`config.mk`:
```
export PLATFORM = sky130hd
export DESIGN_NAME = spi_slave_port
export DESIGN_NICKNAME = d
export VERILOG_FILES = /design/src/rtl/spi_pkg.sv /design/src/rtl/spi_sync_edge.sv /design/src/rtl/spi_slave_port.sv
export SDC_FILE = /design/constraint.sdc
export NUM_CORES = 1
export LEC_CHECK = 0
export BUFFER_PORTS_ARGS = -buffer_cell sky130_fd_sc_hd__buf_4
export CORE_UTILIZATION = 50
export CTS_BUF_LIST = sky130_fd_sc_hd__clkbuf_8
export DETAILED_ROUTE_END_ITERATION = 16
export MAX_ROUTING_LAYER = met4
export PLACE_DENSITY = 0.72
export SETUP_SLACK_MARGIN = 0.4
export SLEW_MARGIN = 10
export SYNTH_ARGS = -nofsm -noshare
export SYNTH_HDL_FRONTEND = slang
export SYNTH_SLANG_ARGS = --single-unit
```
`constraint.sdc`:
```
create_clock -name clk -period 3.9 [get_ports clk]
set_input_delay 0.78 -clock clk [delete_from_list [all_inputs] [get_ports clk]]
set_output_delay 0.78 -clock clk [all_outputs]
set_load 0.1 [all_outputs]
```
`src/rtl/spi_pkg.sv`:
```
// rtl/spi_pkg.sv - shared constants for the SPI slave port
package spi_pkg;
   // SPI mode served by this endpoint: clock idles low, data sampled on the trailing edge
   localparam int SPI_CPOL = 0;
   localparam int SPI_CPHA = 1;

   localparam int DEFAULT_DATA_WIDTH  = 8;
   localparam int DEFAULT_SYNC_STAGES = 2;

   // Frame state encoding
   localparam logic [0:0] ST_IDLE  = 1'b0;
   localparam logic [0:0] ST_SHIFT = 1'b1;
endpackage

```
`src/rtl/spi_sync_edge.sv`:
```
// rtl/spi_sync_edge.sv - pin synchronizer with registered rise/fall pulses
module spi_sync_edge
   import spi_pkg::*;
#(
   parameter int   SYNC_STAGES = DEFAULT_SYNC_STAGES,
   parameter logic RESET_VAL   = 1'b0
) (
   input  logic clk,
   input  logic rst,
   input  logic pin,
   output logic rise,
   output logic fall
);

   logic [SYNC_STAGES-1:0] sync_q;
   logic                   hist_q;
   logic                   level;

   assign level = sync_q[SYNC_STAGES-1];

   // Synchronize the pin, then compare against one history flop; pulses are
   // registered so an edge shows up SYNC_STAGES+1 clocks after the pin moves.
   always_ff @(posedge clk or negedge rst) begin
      if (!rst) begin
         sync_q <= {SYNC_STAGES{RESET_VAL}};
         hist_q <= RESET_VAL;
         rise   <= 1'b0;
         fall   <= 1'b0;
      end else begin
         sync_q <= {sync_q[SYNC_STAGES-2:0], pin};
         hist_q <= level;
         rise   <= level & ~hist_q;
         fall   <= ~level & hist_q;
      end
   end

endmodule

```
`src/rtl/spi_slave_port.sv`:
```
// rtl/spi_slave_port.sv - SPI mode 1 slave with one-word tx buffer
module spi_slave_port
   import spi_pkg::*;
#(
   parameter int DATA_WIDTH  = DEFAULT_DATA_WIDTH,
   parameter int SYNC_STAGES = DEFAULT_SYNC_STAGES
) (
   input  logic                  clk,
   input  logic                  rst,
   input  logic [DATA_WIDTH-1:0] tx_data,
   input  logic                  tx_valid,
   output logic                  tx_ready,
   output logic [DATA_WIDTH-1:0] rx_data,
   output logic                  rx_valid,
   output logic                  busy,
   output logic                  tx_underrun,
   output logic                  frame_error,
   input  logic                  sclk,
   input  logic                  cs,
   input  logic                  mosi,
   output logic                  miso,
   output logic                  miso_oe
);

   localparam int               CNT_W    = (DATA_WIDTH > 1) ? $clog2(DATA_WIDTH) : 1;
   localparam logic [CNT_W-1:0] LAST_BIT = CNT_W'(DATA_WIDTH - 1);

   logic [0:0]             state_q;
   logic [DATA_WIDTH-1:0]  buf_q;
   logic                   buf_full_q;
   logic [DATA_WIDTH-1:0]  shift_q;
   logic [DATA_WIDTH-1:0]  shift_next;
   logic [CNT_W-1:0]       cnt_q;
   logic [SYNC_STAGES-1:0] mosi_q;
   logic                   mosi_sync;
   logic                   sclk_rise, sclk_fall, cs_rise, cs_fall;
   logic                   tx_accept, do_load;

   // cs idles high, so its chain resets high to avoid a phantom falling edge
   spi_sync_edge #(.SYNC_STAGES(SYNC_STAGES), .RESET_VAL(1'b0)) u_sclk_sync (
      .clk(clk), .rst(rst), .pin(sclk), .rise(sclk_rise), .fall(sclk_fall)
   );

   spi_sync_edge #(.SYNC_STAGES(SYNC_STAGES), .RESET_VAL(1'b1)) u_cs_sync (
      .clk(clk), .rst(rst), .pin(cs), .rise(cs_rise), .fall(cs_fall)
   );

   // mosi only needs a plain synchronizer; it is sampled on the sclk fall pulse
   always_ff @(posedge clk or negedge rst) begin
      if (!rst) mosi_q <= '0;
      else      mosi_q <= {mosi_q[SYNC_STAGES-2:0], mosi};
   end

   assign mosi_sync  = mosi_q[SYNC_STAGES-1];
   assign shift_next = {shift_q[DATA_WIDTH-2:0], mosi_sync};
   assign tx_accept  = tx_valid && !buf_full_q;
   assign tx_ready   = !buf_full_q;
   assign busy       = (state_q == ST_SHIFT);

   // A word boundary: frame start, or the last falling edge of a word unless cs rises too
   assign do_load = ((state_q == ST_IDLE) && cs_fall) ||
                    ((state_q == ST_SHIFT) && !cs_rise && sclk_fall && (cnt_q == '0));

   // Buffer handshake, word loading, shifting and frame sequencing
   always_ff @(posedge clk or negedge rst) begin
      if (!rst) begin
         state_q     <= ST_IDLE;
         buf_q       <= '0;
         buf_full_q  <= 1'b0;
         shift_q     <= '0;
         cnt_q       <= '0;
         rx_data     <= '0;
         rx_valid    <= 1'b0;
         tx_underrun <= 1'b0;
         frame_error <= 1'b0;
         miso        <= 1'b0;
         miso_oe     <= 1'b0;
      end else begin
         rx_valid    <= 1'b0;
         tx_underrun <= 1'b0;
         frame_error <= 1'b0;

         // A write never coincides with a consuming load: tx_ready is low while full
         if (tx_accept) begin
            buf_q      <= tx_data;
            buf_full_q <= 1'b1;
         end

         if (do_load) begin
            cnt_q <= LAST_BIT;
            if (buf_full_q) begin
               shift_q    <= buf_q;
               buf_full_q <= 1'b0;
            end else begin
               shift_q     <= '0;
               tx_underrun <= 1'b1;
            end
         end

         case (state_q)
            ST_IDLE: begin
               if (cs_fall) begin
                  state_q <= ST_SHIFT;
                  miso_oe <= 1'b1;
                  miso    <= 1'b0;
               end
            end
            default: begin
               if (cs_rise) begin
                  state_q     <= ST_IDLE;
                  miso_oe     <= 1'b0;
                  miso        <= 1'b0;
                  frame_error <= (cnt_q != LAST_BIT);
               end else begin
                  if (sclk_rise) miso <= shift_q[DATA_WIDTH-1];
                  if (sclk_fall) begin
                     if (cnt_q == '0) begin
                        rx_data  <= shift_next;
                        rx_valid <= 1'b1;
                     end else begin
                        shift_q <= shift_next;
                        cnt_q   <= cnt_q - 1'b1;
                     end
                  end
               end
            end
         endcase
      end
   end

endmodule

```
==> impl_metrics.env <==
export IMPL_synth_top_area_share_pct=59.1
export IMPL_cts_resized=0
export IMPL_final_util_pct=64.5
export IMPL_wl_per_cell_um=15.3
export IMPL_diodes=0
export IMPL_synthAdderAreaFrac_pct=2.06
export IMPL_irDropWorstVdd_mv=0.322
export IMPL_initial_core_util_pct=53.3
export IMPL_period_share_pct=52.9
export IMPL_yosysSeqAreaShare_pct=63.4
export IMPL_clock_skew_ps=4.72
export IMPL_core_area_mm2=0.00342
export IMPL_portBuffers=28
export IMPL_whs_path_depth=0
export IMPL_grt_overflow_total=0
export IMPL_path_class="reg2reg"
export IMPL_ys_flop_type="dfrtp_1"
export IMPL_ff2ff_path_depth=5
export IMPL_num_vias=1119
export IMPL_yosys_top_cells_count="dfrtp_1, and3_1, mux2_2, a211o_1, mux2_4"
export IMPL_final_nets=178
export IMPL_cts_root_buf="clkbuf_8"
export IMPL_synth_net_count=148
export IMPL_drt_wl_total_mm=3.18
export IMPL_timing_fmax_mhz=485
export IMPL_die_w_um=62.4
export IMPL_grt_max_degree=47
export IMPL_place_gp_congestion=0.723
export IMPL_ys_seq_elements=46
export IMPL_ios=29
export IMPL_dr_pass1_iters=4
export IMPL_grt_total_usage_pct=19.3
export IMPL_p_leak_uw=0.00120
export IMPL_cap_viol_max_count=0
export IMPL_drt_vias_per_instance=5.38
export IMPL_cp_arrival_ps=2250
export IMPL_cts_buffers_inserted=5
export IMPL_synth_top_family_by_area="simple AND/OR/NAND/NOR gates"
export IMPL_grt_pass1_wl_mm=5.41
export IMPL_drv_slew=0
export IMPL_power_uw=1420
export IMPL_clock_sinks=46
export IMPL_dieArea_mm2=0.00389
export IMPL_dp_hpwl_mm=2.16
export IMPL_cp_required_ps=4090
export IMPL_worstHoldPathType="reg2reg"
export IMPL_fill_cells=264
export IMPL_antenna_found_initial=0
export IMPL_layout_drive_gt1_share_pct=35.2
export IMPL_grt_pass1_vias=1127
export IMPL_slew_headroom_pct=45.2
export IMPL_cts_hold_buf=0
export IMPL_status="complete, no violations"
export IMPL_yosysMostFrequentCell="dfrtp_1"
export IMPL_ant_nets=0
export IMPL_row_count=21
export IMPL_hold_slack_ps=354
export IMPL_clk_pin_slew_ps=80
export IMPL_synthTopCellsByArea="dfrtp_1, mux2_4, mux2_2"
export IMPL_end_kind="flip-flop"
export IMPL_setup_tns_ps=0
export IMPL_cp_max_fo=11
export IMPL_h_tree_depth=2
export IMPL_setup_viol=0
export IMPL_power_density_mw_per_mm2=642
export IMPL_synth_edf_count=0
export IMPL_rsz0062_at_grt="false"
export IMPL_fin_crit_ps=2060
export IMPL_cts_setup_buffers=0
export IMPL_syn_inst=131
export IMPL_syn_cell_area_mm2=0.00182
export IMPL_die_y_um=62.4
export IMPL_synth_compound_area_share_pct=7.28
export IMPL_yosys_area_share_simple_pct=12.8
export IMPL_synthArstFlopShare_pct=100
export IMPL_hold_viol=0
export IMPL_drt_initial_drc_count=43
export IMPL_cts_tree="done"
export IMPL_drcViolationCount=0
export IMPL_area_delta_synth_final_pct=21.0
export IMPL_muxShareOfSynthArea_pct=11.9
export IMPL_ys_warn_count=0
export IMPL_cts_buffer_depth=2
export IMPL_synth_top_area_cell="dfrtp_1"
export IMPL_ys_types=29
export IMPL_synth_xor_area_share_pct=0
export IMPL_critPathLaunchType="flip-flop"
export IMPL_tightest_slew_ps=820
export IMPL_clk_latency_ps=290
export IMPL_synth_avg_cell_area_um2=13.9
==> stage by stage <==
step,cells,worst slack (ps),area [µm²]
after floorplan,131,1830,1820
after global placement,200,1900,2060
after detailed placement,200,1860,2060
after CTS,208,1850,2200
after global routing,208,1710,2200
final,208,1840,2200
==> layer usage <==
layer | vias to the layer above | track usage, % | part of all wire (%)
li1 | 519 | - | -
met1 | 555 | 24.1 | 44
met2 | 33 | 27.3 | 48
met3 | 12 | 6.62 | 4.7
met4 | 0 | 11.3 | 3.6
met5 | - | - | 0
==> power by group <==
group	switching [µW]	total [µW]	internal, µW	leakage, µW
clock	150	423	273	0.0000714
sequential	78.2	660	582	0.000567
combinational	197	332	135	0.000557
==> worst max-delay path, cell delays in order (launching register included) <==
cell and delay [ps]:
dfrtp_1 400, inv_1 80, ha_1 220, nand2b_1 300, or2_1 550, mux2_2 400
==> state kept, by name, summed over array words and instances, names as in the netlist, 2 cells and up <==
signal              count
rx_data                 8
u_sclk_sync.sync_q      2
mosi_q                  2
shift_q                 8
u_cs_sync.sync_q        2
cnt_q                   3
buf_q                   8
==> final timing paths <==
| check | startpoint | end | slack (ps) |
|---|---|---|---|
| setup / recovery | cnt_q[0] | rx_data[0] | 1840 |
| hold / removal | u_sclk_sync.sync_q[0] | u_sclk_sync.sync_q[1] | 350 |
| setup reg to reg | cnt_q[0] | rx_data[0] | 1840 |
| hold reg to reg | u_sclk_sync.sync_q[0] | u_sclk_sync.sync_q[1] | 350 |
| max in group asynchronous | rst | u_cs_sync.sync_q[0] | 3040 |
| min in group asynchronous | rst | rx_valid | 470 |
==> kinds of logic after synthesis <==
group / after synthesis
simple gates: 37
compound gates: 18
fa+ha+maj: 3
flops: 46
buf+inv: 10
mux: 17
==> cell usage in the layout, fill, tap and decap left out, drive strengths merged, types with 2 or more instances in the layout <==
cell / n
nor3: 2
a31oi: 2
nor2b: 5
nand2b: 2
nand3b: 2
dfstp: 3
a21oi: 2
nor2: 3
nand2: 3
dfrtp: 43
clkbuf: 6
o21ai: 2
buf: 28
mux2: 16
bufinv: 2
inv: 5
o22ai: 2
ha: 3
and3: 16
a211o: 8
==> cell type report <==
cell class                 instances  area (µm²)  share of cell area, %
tap                               46        57.6                   2.61
multi-input combinational         75         621                   28.1
sequential                        46        1150                   52.4
clock buffer                       6        82.6                   3.75
inverter                           5        18.8                  0.851
timing repair buffer              28         210                   9.53
clock inverter                     2        60.1                   2.72
Power figures use the tool's default switching activity.
